<file path="config.mk">
export PLATFORM = sky130hd
export DESIGN_NAME = shift_add_mul_ctrl
export DESIGN_NICKNAME = d
export VERILOG_FILES = /design/src/rtl/shift_add_mul_ctrl_pkg.sv /design/src/rtl/shift_add_mul_ctrl_mul_shift_stage.sv /design/src/rtl/shift_add_mul_ctrl.sv
export SDC_FILE = /design/constraint.sdc
export NUM_CORES = 1
export LEC_CHECK = 0
export BUFFER_PORTS_ARGS = -buffer_cell sky130_fd_sc_hd__buf_2
export CAP_MARGIN = 20
export CELL_PAD_IN_SITES_DETAIL_PLACEMENT = 0
export CELL_PAD_IN_SITES_GLOBAL_PLACEMENT = 1
export CORE_UTILIZATION = 45
export CTS_CLUSTER_DIAMETER = 80
export CTS_CLUSTER_SIZE = 10
export DETAILED_ROUTE_END_ITERATION = 7
export HOLD_SLACK_MARGIN = 0.02
export PLACE_DENSITY = 0.82
export SETUP_SLACK_MARGIN = 0.05
export SLEW_MARGIN = 20
export SYNTH_ARGS = -nofsm -noshare
export SYNTH_HDL_FRONTEND = slang
export SYNTH_SLANG_ARGS = --single-unit
export TNS_END_PERCENT = 1
</file>
<file path="constraint.sdc">
create_clock -name clk -period 4.41 [get_ports clk]
set_input_delay 0.441 -clock clk [delete_from_list [all_inputs] [get_ports clk]]
set_output_delay 0.441 -clock clk [all_outputs]
set_load 0.005 [all_outputs]
</file>
<file path="src/rtl/shift_add_mul_ctrl_pkg.sv">
// rtl/shift_add_mul_ctrl_pkg.sv - shared FSM encoding and count-width helper for the shift-add multiplier
package shift_add_mul_ctrl_pkg;

  localparam logic [1:0] ST_IDLE = 2'd0;
  localparam logic [1:0] ST_RUN  = 2'd1;
  localparam logic [1:0] ST_DONE = 2'd2;

  // Bits needed to hold a bit index 0..n-1; never narrower than one bit.
  function automatic int cnt_width(input int n);
    return (n <= 2) ? 1 : $clog2(n);
  endfunction

endpackage

</file>
<file path="src/rtl/shift_add_mul_ctrl_mul_shift_stage.sv">
// rtl/shift_add_mul_ctrl_mul_shift_stage.sv - per-cycle partial product: shifted multiplicand, optionally negated
module mul_shift_stage #(
  parameter int N  = 8,
  parameter int CW = 3
) (
  input  logic [2*N-1:0] a_reg,
  input  logic [CW-1:0]  cnt,
  input  logic           b_bit,
  input  logic           sub,
  output logic [2*N-1:0] addend
);

  logic [2*N-1:0] shifted;

  assign shifted = a_reg << cnt;

  // Zero when the multiplier bit is clear; the two's-complement MSB weight is negative, so negate it.
  always_comb begin
    addend = '0;
    if (b_bit) begin
      addend = sub ? -shifted : shifted;
    end
  end

endmodule

</file>
<file path="src/rtl/shift_add_mul_ctrl.sv">
// rtl/shift_add_mul_ctrl.sv - radix-2 shift-and-add multiplier with valid/ready operand and product ports
module shift_add_mul_ctrl
  import shift_add_mul_ctrl_pkg::*;
#(
  parameter int N      = 8,
  parameter bit SIGNED = 1'b0
) (
  input  logic           clk,
  input  logic           rst_n,
  input  logic           in_valid,
  output logic           in_ready,
  input  logic [N-1:0]   a,
  input  logic [N-1:0]   b,
  input  logic           abort,
  output logic           out_valid,
  input  logic           out_ready,
  output logic [2*N-1:0] p,
  output logic           busy
);

  localparam int            CW       = cnt_width(N);
  localparam logic [CW-1:0] CNT_LAST = CW'(N - 1);
  localparam logic [CW-1:0] CNT_ONE  = CW'(1);

  logic [1:0]     state;
  logic [2*N-1:0] a_reg;
  logic [N-1:0]   b_reg;
  logic [2*N-1:0] acc;
  logic [CW-1:0]  cnt;
  logic [2*N-1:0] p_reg;

  logic [2*N-1:0] a_ext;
  logic [2*N-1:0] addend;
  logic [2*N-1:0] acc_next;
  logic           sub;
  logic           last_bit;

  assign a_ext    = SIGNED ? {{N{a[N-1]}}, a} : {{N{1'b0}}, a};
  assign last_bit = (cnt == CNT_LAST);
  assign sub      = SIGNED && last_bit;
  assign acc_next = acc + addend;

  mul_shift_stage #(
    .N  (N),
    .CW (CW)
  ) u_stage (
    .a_reg  (a_reg),
    .cnt    (cnt),
    .b_bit  (b_reg[cnt]),
    .sub    (sub),
    .addend (addend)
  );

  assign in_ready  = (state == ST_IDLE);
  assign out_valid = (state == ST_DONE);
  assign busy      = (state == ST_RUN) || (state == ST_DONE);
  assign p         = p_reg;

  // Control FSM: capture operands, walk one multiplier bit per cycle, hold the product until taken.
  always_ff @(posedge clk or negedge rst_n) begin
    if (!rst_n) begin
      state <= ST_IDLE;
      a_reg <= '0;
      b_reg <= '0;
      acc   <= '0;
      cnt   <= '0;
      p_reg <= '0;
    end else begin
      case (state)
        ST_IDLE: begin
          if (in_valid && !abort) begin
            a_reg <= a_ext;
            b_reg <= b;
            acc   <= '0;
            cnt   <= '0;
            state <= ST_RUN;
          end
        end
        ST_RUN: begin
          if (abort) begin
            acc   <= '0;
            cnt   <= '0;
            state <= ST_IDLE;
          end else begin
            acc <= acc_next;
            cnt <= cnt + CNT_ONE;
            if (last_bit) begin
              p_reg <= acc_next;
              state <= ST_DONE;
            end
          end
        end
        ST_DONE: begin
          if (abort) begin
            acc   <= '0;
            state <= ST_IDLE;
          end else if (out_ready) begin
            state <= ST_IDLE;
          end
        end
        default: state <= ST_IDLE;
      endcase
    end
  end

endmodule

</file>
## Word-level counts from Yosys, hierarchy flattened

Index checks and enable logic that the tools add are counted.

| operators by class | value |
|---|---|
| mux-type cells | 16 |
| equality and inequality tests | 7 |
| shift operators | 1 |
| add/subtract/negate cells | 2 |
| $lt $le $gt $ge | 1 |
| reductions and logical operators | 11 |
| bitwise gates (word level) | 1 |

Operator list:

| cell | count |
|---|---|
| 2-to-1 mux 16 bit | 4 |
| case mux 16 bit (3 select lines) | 1 |
| adder 16 bit | 1 |
| << shifter 8 x 3 -> 16 bit | 1 |
| 2-to-1 mux 2 bit | 5 |
| AND reduction 3 bit | 3 |
| 2-to-1 mux 3 bit | 2 |
| case mux 2 bit (3 select lines) | 1 |
| case mux 3 bit (2 select lines) | 1 |
| < comparator 3 x 4 -> 1 bit, second input constant | 1 |
| AND reduction 2 bit | 2 |
| adder 3 x 1 -> 3 bit, second input constant | 1 |
| binary-select mux 1 bit (select 3 bit) | 1 |
| == test 3 bit, second input constant | 1 |
| inequality test 3 x 2 -> 1 bit, second input constant | 1 |
| inequality test 3 bit, second input constant | 1 |
| nonzero test 3 bit | 1 |
| == test 2 x 1 -> 1 bit, second input constant | 1 |
| == test 2 bit, second input constant | 1 |
| logical NOT 2 bit | 1 |
| inequality test 2 x 1 -> 1 bit, second input constant | 1 |
| inequality test 2 bit, second input constant | 1 |
| nonzero test 2 bit | 1 |
| logical AND 1 bit | 1 |
| 4 further kinds | 4 |

| word-level totals | value |
|---|---|
| bits of input ports | 21 |
| logic and storage cells | 45 |
| flip-flop bits (word level) | 53 |

## Longest topological paths before layout

Gate-level depths: netlist of the first run.

| depth | value |
|---|---|
| word-level depth | 6 |
| mapped depth | 16 |
| gate-level depth less buffers | 13 |

## By module

A second synthesis of the first run with hierarchy kept.

| unflattened totals | value |
|---|---|
| cells, all modules | 473 |
| area total of the unflattened synthesis | 4,374.2 µm² |

By module, submodules not included:

| module | cells each | times used | area each (µm²) |
|---|---|---|---|
| shift_add_mul_ctrl | 242 | 1 | 2,786.4 |
| mul_shift_stage | 231 | 1 | 1,587.8 |

## Least setup slack after synthesis of the first run

Ideal clock, no wire load.

| timing path | value |
|---|---|
| path type | flip-flop to flip-flop |
| start point | register cnt[0] |
| end point | register acc[13] |
| required time | 4,314 ps |
| data arrival time | 3,144 ps |
| path buffers | 2 |
| path slack | 1,170 ps |
| stages on the path, launching flop included | 14 |
| path through | dfrtp_1 > buf_2 > mux4_2 > nand2_1 > and2_1 > clkbuf_1 > a211oi_1 > ha_1 > a21o_1 > a31o_1 > and3_1 > or3_1 > xnor2_1 > o31ai_1 |

| on the way | value |
|---|---|
| longest elaborated chain between the ends | 6 |

RTL lines:

| item | RTL line | source |
|---|---|---|
| start: declaration | shift_add_mul_ctrl.sv:29 | `logic [CW-1:0] cnt;` |
| start signal: assignment | shift_add_mul_ctrl.sv:86 | `cnt <= cnt + CNT_ONE;` |
| binary-select mux 1 bit (select 3 bit) | shift_add_mul_ctrl.sv:49 | `.b_bit (b_reg[cnt]),` |
| 2-to-1 mux 1 bit (implied by the code) | shift_add_mul_ctrl.sv:49 |  |
| 2-to-1 mux 16 bit * | shift_add_mul_ctrl_mul_shift_stage.sv:20 | `if (b_bit) begin` |
| adder 16 bit * | shift_add_mul_ctrl.sv:41 | `assign acc_next = acc + addend;` |
| 2-to-1 mux 16 bit * | shift_add_mul_ctrl.sv:80 | `if (abort) begin` |
| case mux 16 bit (3 select lines) * | shift_add_mul_ctrl.sv:69 | `case (state)` |
| end signal: assignment | shift_add_mul_ctrl.sv:85 | `acc <= acc_next;` |
| end: declaration | shift_add_mul_ctrl.sv:28 | `logic [2*N-1:0] acc;` |

Every way passes the cells marked *; elsewhere a longest branch is shown, timed or not. The select of a mux whose other input is x is not followed.
A chain may end at the register's enable or synchronous reset.

## Worst setup path in the final report of the first run

| timing path | value |
|---|---|
| start point | register cnt[0] |
| end point | register p_reg[13], in the netlist p[13] |

| on the way | value |
|---|---|
| longest elaborated chain between the ends | 4 |

RTL lines:

| item | RTL line | source |
|---|---|---|
| binary-select mux 1 bit (select 3 bit) | shift_add_mul_ctrl.sv:49 |  |
| 2-to-1 mux 1 bit (implied by the code) | shift_add_mul_ctrl.sv:49 |  |
| 2-to-1 mux 16 bit | shift_add_mul_ctrl_mul_shift_stage.sv:20 |  |
| adder 16 bit | shift_add_mul_ctrl.sv:41 |  |
| end signal: assignment | shift_add_mul_ctrl.sv:88 | `p_reg <= acc_next;` |
| end: declaration | shift_add_mul_ctrl.sv:30 | `logic [2*N-1:0] p_reg;` |

Several ways; a longest one is shown, not always the timed one. The select of a mux whose other input is x is not followed.

==> flow_summary.ini, run 1 <==
[clocking]
cts_root_buffer = clkbuf_8
cts_tree = built
clock_sinks = 53
post_cts_buffers = 0
post_cts_resized = 0
cts.clk_slew.worst_paths_ns = 0.09
insertion_delay_ns = 0.30
cts_buffer_depth = 2
cts_buffers = 5
h-tree-depth = 2
ctsHoldBuffers = 0

[synthesis]
yosys_warnings = 0
yosys-top-cells-count = dfrtp_1 (53), nand2_1 (32), mux2_2 (31)
yosysMostFrequentCell = dfrtp_1
ys_seq_area_share_pct = 41.6
syn_avg_cell_area_sq_um = 10.3
synthDistinctLibCells = 43
async_flop_share_pct = 100
synth_flop_cell = dfrtp_1
post-synth-top-area-cell = dfrtp_1
synthCells = 310
yosys.area.top_type_share_pct = 41.6
post_synth_instance_area_sq_mm = 0.00319
ys_ff_latch = 53
synth_nets = 353
synth_edf_count = 0
synth_area_leaders = dfrtp_1 (42%), mux2_2 (11%), ha_1 (8.2%)

[sta]
tightest_slew_ns = 0.844
period_minus_slack_ns = 3.69
slew_viol_final = 0
rsz0062_at_grt = no
setup_viol = 0
hold_viol_final = 0
relSlewSlack_pct = 43.6
finalClockSkew_ns = 0.00855
fin_crit_sh_pct = 83.8
clock.fmax_ghz = 0.271
tns_ns = 0

[worst_setup_path]
worstPathRequired_ns = 4.57
crit_fanout = 17
start_kind = flip-flop
slowest_stage = dfrtp_1
critPathCaptureType = flip-flop
arrival_ns = 3.86
worstPathCellList = mux4_2 -> nand2_1 -> and2_1 -> a211oi_1 -> ha_1 -> a21o_1 -> a31o_1 -> and3_1 -> or3_1 -> xnor2_1 -> o21ai_1
cpPeakStageDelay_ns = 0.69
crit_type = reg2reg

[routing]
ant_nets = 0
first_iter_violations = 93
vias_per_cell = 5.47
drt_first_pass_iters = 4
wl_per_cell_um = 14.9
vias = 2406
wirelength_um = 6540
drc = 0

[run_status]
status = completed

[pwr]
p_leak_nw = 1.75
p_per_area_mw_per_mm2 = 601
max-vdd-ir-drop_mv = 0.286

[floorplan]
die_h_um = 86.2
io_pins = 40
die_area_sq_mm = 0.00742
dieWidth_um = 86.2
start_util_pct = 46.6
rows = 30
core_area_sq_mm = 0.00683

[global_route]
grt_pass1_vias = 2292
grt_pass1_wl_um = 11200
grt_overflow_total = 0
grt_start_max_net_pins = 54
grtUsageTotal_pct = 19.3
antenna_found_initial = 0

[min_path]
hp-class = in2async

[finish]
nFillCells = 656
nets = 386
fin_util_pct = 51.9
area.growth.synth_to_final_pct = 11.2
diodes = 0
layout-drive-gt1-share_pct = 25.3

[job]
cap_violations = 0

[placed_design]
port_buffers = 39
globalplace.congestion = 0.886
hpwl_um = 4850
metal layers:
layer	track usage (%)	routed length (um)
met1	28.2	3210
met2	28.2	2890
met3	3.37	234
met4	8.33	208
met5	0	0
cells in the final DEF (no fill, tap or decap), types with 2 or more instances in the layout:
cell type and n:
and3_1 5, a31oi_1 4, nor2_1 23, a31o_1 3, a22o_1 10, nand3_1 4, nor2b_1 2, nand2_1 32
buf_2 39, o21ai_0 12, and2_1 2, o31ai_1 6, clkbuf_8 6, o21ai_1 4, nand4_1 2, ha_1 21
inv_1 10, mux2i_1 4, xnor2_1 10, o31a_1 2, a21o_1 6, mux4_2 2, a21oi_1 26, dfrtp_1 53
xor2_1 3, a211oi_1 2, nor3_1 4, mux2_2 31
report_power, final:
| group | internal (mW) | switching, mW |
|---|---|---|
| Combinational | 0.446 | 0.596 |
| Clock | 0.185 | 0.154 |
| Sequential | 0.611 | 0.137 |
critical path: cells and delay by family, from the launching register on:
family | cells | cell delay [ns]
AND/OR/NAND/NOR | 4 | 1.01
flip-flops | 1 | 0.69
AO/OA/AOI/OAI | 4 | 0.68
multiplexers | 1 | 0.58
adder cells (fa/ha/maj) | 1 | 0.37
XOR/XNOR | 1 | 0.23
cell type report:
type / instances / area (sq um) / area share (%)
Multi-Input combinational cell: 233 / 1740 / 49.1
Sequential cell: 53 / 1330 / 37.4
Timing Repair Buffer: 40 / 203 / 5.72
Tap cell: 96 / 120 / 3.39
Clock buffer: 7 / 86.3 / 2.44
Inverter: 10 / 37.5 / 1.06
Clock inverter: 1 / 30.0 / 0.847
cells by family after synthesis:
logic type	Yosys count	synth area share (%)
flops	53	41.6
simple gates	77	10.5
fa+ha+maj	22	8.87
mux	37	13.6
xor+xnor	13	3.57
buf+inv	24	3.73
compound gates	84	18.1
through the flow:
stage / power, mW / std cells / cell area, sq um / worst slack [ns] / hold slack [ns]
4_1_cts: 2.15 / 440 / 3540 / 0.718 / 0.268
3_5_place_dp: 1.79 / 432 / 3430 / 0.759 / 0.469
3_3_place_gp: 1.78 / 432 / 3430 / 0.891 / 0.459
5_1_grt: 2.32 / 440 / 3540 / 0.475 / 0.299
2_1_floorplan: 1.58 / 310 / 3190 / 1.17 / 0.145
6_report: 2.13 / 440 / 3540 / 0.715 / 0.241
final timing paths:
check	from	end	slack, ns	cells after the start
max reg2reg	cnt[0]	p[13]	0.72	11
min	rst_n	a_reg[1]	0.24	2
min in group clk	a[0]	a_reg[0]	0.36	2
max in group asynchronous	rst_n	acc[9]	3.74	2
min reg2reg	p[15]	p[15]	0.48	2
max	cnt[0]	p[13]	0.72	11
No activity file was read; power rests on OpenSTA's default activity.
==> inputs of run 2 (changes only) <==
--- a/config.mk
+++ b/config.mk
@@ -5,16 +5,17 @@
 export SDC_FILE = /design/constraint.sdc
 export NUM_CORES = 1
 export LEC_CHECK = 0
+export ABC_AREA = 1
 export BUFFER_PORTS_ARGS = -buffer_cell sky130_fd_sc_hd__buf_2
 export CAP_MARGIN = 20
 export CELL_PAD_IN_SITES_DETAIL_PLACEMENT = 0
 export CELL_PAD_IN_SITES_GLOBAL_PLACEMENT = 1
-export CORE_UTILIZATION = 45
+export CORE_UTILIZATION = 43
 export CTS_CLUSTER_DIAMETER = 80
 export CTS_CLUSTER_SIZE = 10
 export DETAILED_ROUTE_END_ITERATION = 7
 export HOLD_SLACK_MARGIN = 0.02
-export PLACE_DENSITY = 0.82
+export PLACE_DENSITY = 0.83
 export SETUP_SLACK_MARGIN = 0.05
 export SLEW_MARGIN = 20
 export SYNTH_ARGS = -nofsm -noshare
==> constraint.sdc (replaced) <==
create_clock -name clk -period 3.9 [get_ports clk]
set_input_delay 0.39 -clock clk [delete_from_list [all_inputs] [get_ports clk]]
set_output_delay 0.39 -clock clk [all_outputs]
set_load 0.005 [all_outputs]
==> flow_summary.ini, run 2 <==
[run_status]
status = completed

[sta]
tightest_slew_ns = 0.546
worst_hold_slack_ns = 0.0517
slew_viol_final = 0
rsz0062_at_grt = no
tns_ns = 0
setup_viol = 0
hold_viol_final = 0
clock.fmax_ghz = 0.351
finalClockSkew_ns = 0.00963
relSlewSlack_pct = 63.6
fin_crit_sh_pct = 73.0
period_minus_slack_ns = 2.85
layout_setup_ws_ns = 1.05

[floorplan]
core_area_sq_mm = 0.00773
dieWidth_um = 91.5
rows = 32
die_h_um = 91.5
die_area_sq_mm = 0.00838
io_pins = 40
start_util_pct = 44.6

[worst_setup_path]
cpPeakStageDelay_ns = 0.55
cpMostUsedCell = nand2_1
worstPathCellList = inv_1 -> o21ai_0 -> o22ai_1 -> nand2_2 -> nor3_1 -> ha_1 -> fa_1 -> nand2_1 -> nand2_1 -> nand3b_1 -> nand2_1 -> xor2_1 -> nand2_1 -> nand2_1
slowest_stage = dfrtp_1
crit_type = reg2reg
startpoint = cnt[1]
r2r_start = cnt[1]
crit_fanout = 14
critPathCaptureType = flip-flop
start_kind = flip-flop
worstPathRequired_ns = 4.15
arrival_ns = 3.10

[synthesis]
yosysMostFrequentCell = nand2_1
synth.area.mux_share_pct = 4.57
synth_flop_cell = dfrtp_1
synth_nets = 500
yosys_warnings = 0
synth_xor_area_share_pct = 1.78
synth_edf_count = 0
yosys.area.top_type_share_pct = 38.5
synthCells = 457
ys_seq_area_share_pct = 38.5
synth_simple_gate_area_share_pct = 30.7
syn_avg_cell_area_sq_um = 7.54
synthDistinctLibCells = 30
ys_ff_latch = 53
synth_top_family_by_area = simple AND/OR/NAND/NOR gates
post_synth_instance_area_sq_mm = 0.00345
synth_area_leaders = dfrtp_1 (38%), nand2_1 (18%), ha_1 (7.6%)
synthAdderAreaFrac_pct = 8.20
synth_compound_area_share_pct = 8.20
yosys-top-cells-count = nand2_1 (167), dfrtp_1 (53), inv_1 (49)
post-synth-top-area-cell = dfrtp_1
async_flop_share_pct = 100

[global_route]
grt_start_max_net_pins = 32
grt_overflow_total = 0
grtUsageTotal_pct = 19.6
grt_pass1_vias = 2866
antenna_found_initial = 0
grt_pass1_wl_um = 13000

[finish]
final_common_cell = nand2_1
layout_common_cells = nand2_1 (167), dfrtp_1 (53), inv_1 (49)
fin_util_pct = 49.3
nets = 537
seq_area_sq_mm = 0.00133
multi_input_area_sq_mm = 0.00184
area.growth.synth_to_final_pct = 10.6
diodes = 0
nFillCells = 802
layout-drive-gt1-share_pct = 16.4

[job]
cap_violations = 0

[clocking]
h-tree-depth = 2
ctsHoldBuffers = 0
clock_sinks = 53
cts.clk_slew.worst_paths_ns = 0.10
post_cts_resized = 0
cts_buffer_depth = 2
cts_buffers = 5
cts_tree = built
post_cts_buffers = 0
insertion_delay_ns = 0.31
cts_root_buffer = clkbuf_8

[pwr]
max-vdd-ir-drop_mv = 0.350
p_leak_nw = 2.24
total_power_mw = 2.46
p_per_area_mw_per_mm2 = 645

[routing]
vias_per_cell = 4.84
first_iter_violations = 108
wirelength_um = 7420
vias = 2886
ant_nets = 0
drt_first_pass_iters = 4
drc = 0
wl_per_cell_um = 12.4

[min_path]
hp-class = in2async

[placed_design]
globalplace.congestion = 0.836
hpwl_um = 5710
port_buffers = 39
place_ws_ns = 1.05
## run 2: changes by cell type in the layout (fill, tap and decap cells not counted), moves of 5 or more
cell,previous run,this run
a22o_1,10,5
nand3_1,4,24
a21oi_1,26,11
xnor2_1,10,2
and3_1,5,0
o21ai_2,0,6
o31ai_1,6,0
o21ai_1,4,10
nand2_1,32,167
nor2_1,23,37
a21o_1,6,0
mux2_2,31,14
inv_1,10,49
## run 2: cell type report
cell class	count	area share, %
multi-input cells	340	48.4
flip-flops and latches	53	34.8
well taps	102	3.35
repair buffers	40	5.32
inverters	54	5.32
clock inverters	2	1.02
clock buffers	5	1.81
## run 2: critical path, delay by kind of cell, from the launching register on
family / cells / cell delay [ns]
DFF: 1 / 0.55
xor gates and xnor gates: 1 / 0.29
AOI/OAI and AO/OA: 2 / 0.33
and+or+nand+nor: 8 / 0.81
buffers and inverters: 1 / 0.34
adders and majority gates: 2 / 0.46
## run 2: report_power, final
group          switching, mW  leakage [nW]  internal (mW)
logic                  0.788          1.49          0.476
clock network          0.192        0.0546          0.191
registers              0.125         0.699          0.689
total                   1.10          2.24           1.35
## run 2: per-layer routing
metal	global-route usage, %	part of all wire, %	vias up
met5	0	0	-
met4	6.61	1.9	0
met3	2.35	2.2	8
met2	33.1	47	36
met1	25.9	49	1323
li1	-	-	1519
## run 2: path summary, 6_finish.rpt
path	to	slack, ns	cells past startpoint
worst max-delay path	acc[6]	1.05	14
worst min-delay path	state[0]	0.05	1
worst max register to register	acc[6]	1.05	14
worst min register to register	p[5]	0.48	2
max in group asynchronous	p[12]	3.03	2
min in group clk	a_reg[0]	0.30	2
## run 2: kinds of logic (layout without fill, tap and decap cells)
kind of cell,count (synthesis),after routing
adders and majority gates,22,22
and+or+nand+nor,250,250
muxes,14,14
AOI/OAI and AO/OA,47,47
xor gates and xnor gates,7,7
buffers and inverters,64,101
DFF,53,53
## run 2: through the flow
stage               instance area [sq um]  std cells
global route                         3810        596
floorplan                            3450        457
global placement                     3700        589
detailed placement                   3700        589
CTS                                  3810        596
finish                               3810        596
==> inputs of run 3 (changes only) <==
--- a/config.mk
+++ b/config.mk
@@ -10,12 +10,12 @@
 export CAP_MARGIN = 20
 export CELL_PAD_IN_SITES_DETAIL_PLACEMENT = 0
 export CELL_PAD_IN_SITES_GLOBAL_PLACEMENT = 1
-export CORE_UTILIZATION = 43
+export CORE_UTILIZATION = 39
 export CTS_CLUSTER_DIAMETER = 80
 export CTS_CLUSTER_SIZE = 10
 export DETAILED_ROUTE_END_ITERATION = 7
 export HOLD_SLACK_MARGIN = 0.02
-export PLACE_DENSITY = 0.83
+export PLACE_DENSITY = 0.79
 export SETUP_SLACK_MARGIN = 0.05
 export SLEW_MARGIN = 20
 export SYNTH_ARGS = -nofsm -noshare
==> constraint.sdc (replaced) <==
create_clock -name clk -period 2.6 [get_ports clk]
set_input_delay 0.26 -clock clk [delete_from_list [all_inputs] [get_ports clk]]
set_output_delay 0.26 -clock clk [all_outputs]
set_load 0.005 [all_outputs]
==> flow_summary.ini, run 3 (synthesis results as in run 2) <==
[floorplan]
dieWidth_um = 96.0
rows = 33
core_area_sq_mm = 0.00838
start_util_pct = 41.1
io_pins = 40
die_h_um = 96.0
die_area_sq_mm = 0.00922

[clocking]
clock_sinks = 53
cts_root_buffer = clkbuf_8
cts_buffer_depth = 2
cts_buffers = 5
cts.clk_slew.worst_paths_ns = 0.11
h-tree-depth = 2
cts_tree = built
insertion_delay_ns = 0.31

[pwr]
p_per_area_mw_per_mm2 = 1030
p_sw_share_pct = 44.8
power_frac_clock_pct = 13.1
seqPwrFrac_pct = 27.9
max-vdd-ir-drop_mv = 0.517
switchingPower_mw = 1.98
p_leak_nw = 2.33
total_power_mw = 4.42
p_int_mw = 2.44
p_comb_share_pct = 58.9

[global_route]
grtUsageTotal_pct = 19.0
grt_use_met3_pct = 3.00
use_met1_pct = 25.1
grt_pass1_wl_um = 13400
grt_overflow_total = 0
grt_pass1_vias = 2855
grt_start_max_net_pins = 54
grt.busiest_layer = met2
grt_util_met2_pct = 31.7
antenna_found_initial = 0

[worst_setup_path]
r2r_start = cnt[0]
worstPathRequired_ns = 2.81
worstPathCellList = buf_6 -> o21ai_2 -> o22ai_2 -> nand2_2 -> nand2_4 -> o21ai_2 -> inv_2 -> ha_4 -> nand2_4 -> inv_4 -> nand2_2 -> nor3_2 -> nand2_1 -> nand2_1 -> nand2_2 -> nand3_1 -> nand2_1
cp_num_cells = 17
crit_buf_inv = 3
worst_path_dominant_cell_family = simple AND/OR/NAND/NOR gates
slowest_stage = dfrtp_2
arrival_ns = 2.65
r2r_cells = 17
r2r_slack_ns = 0.16
crit_type = reg2reg
cpPeakStageDelay_ns = 0.48
worstReg2RegEnd = acc[14]
critPathCaptureType = flip-flop
start_kind = flip-flop
crit_fanout = 8

[sta]
setup_viol = 0
clock.fmax_ghz = 0.409
finalClockSkew_ns = 0.00914
fin_crit_sh_pct = 94.0
slew_viol_final = 0
rsz0062_at_grt = yes
period_minus_slack_ns = 2.45
hold_viol_final = 0
relSlewSlack_pct = 52.2
tightest_slew_ns = 0.718
layout_setup_ws_ns = 0.155

[run_status]
status = completed

[finish]
multi_input_area_sq_mm = 0.00216
seq_area_sq_mm = 0.00133
area.growth.synth_to_final_pct = 24.6
nets = 554
final_common_cell = nand2_1
nFillCells = 827
layout_common_cells = nand2_1 (152), dfrtp_1 (52), inv_1 (41)
layout-drive-gt1-share_pct = 33.2
diodes = 0

[routing]
wirelength_um = 8300
ant_nets = 0
drc = 0
drt_first_pass_iters = 4
first_iter_violations = 86
wl_per_cell_um = 13.5
vias_per_cell = 4.93
vias = 3039

[job]
cap_violations = 0

[placed_design]
port_buffers = 39
place_ws_ns = -0.000938
hpwl_um = 5810
globalplace.congestion = 0.815

[min_path]
hp-class = in2async
[run 3: worst max-delay path by stage]
stage | startpoint | endpoint | slack (ns)
6_report | cnt[0] | acc[14] | 0.16
5_1_grt | cnt[0] | acc[14] | -0.05
4_1_cts | cnt[0] | acc[8] | 0.05
3_5_place_dp | cnt[0] | acc[8] | -0.0009
3_3_place_gp | cnt[0] | p[14] | 0.004
2_1_floorplan | cnt[0] | acc[14] | 0.40
[run 3: area by class of cell]
| type | count | share of cell area, % |
|---|---|---|
| well taps | 105 | 3.06 |
| repair buffers | 57 | 8.24 |
| inverters | 54 | 4.89 |
| multi-input cells | 340 | 50.3 |
| clock buffers | 6 | 1.69 |
| flip-flops and latches | 53 | 30.9 |
| clock inverters | 2 | 0.903 |
[run 3: metrics by stage]
stage	cells	util [%]	hold WS, ns	cell area (sq um)	TNS (ns)
after CTS	608	46.3	0.106	3880	0
after global routing	617	51.3	0.136	4300	-0.371
after floorplan	457	-	-0.0356	3450	0
final	617	51.3	0.0729	4300	0
after global placement	600	44.9	0.442	3770	0
after detailed placement	600	44.9	0.449	3770	-0.000938
[run 3: layer usage]
layer  routed length, um  share of wire, %  vias to the layer above
met3                 272               3.3                       16
met4                 221               2.7                        0
met2                4100                49                       50
met5                   0                 0                        -
met1                3700                45                     1427
li1                    -                 -                     1546
[run 3: power by group through the flow]
stage / combinational, mW / clock [mW] / sequential [mW]
3_3_place_gp: 1.96 / 0 / 1.21
5_1_grt: 2.88 / 0.623 / 1.27
3_5_place_dp: 1.99 / 0 / 1.21
6_report: 2.61 / 0.581 / 1.24
4_1_cts: 2.00 / 0.595 / 1.20
2_1_floorplan: 1.58 / 0 / 1.16
[run 3: timing repair]
item | 4_1_cts | 5_1_grt
hold buffers | 0 | 0
pin swaps | 0 | 23
setup endpoints to repair | 6 | 22
buffers inserted | 0 | 9
endpoints found under the hold margin | 0 | 0
gates resized for setup | 2 | 84
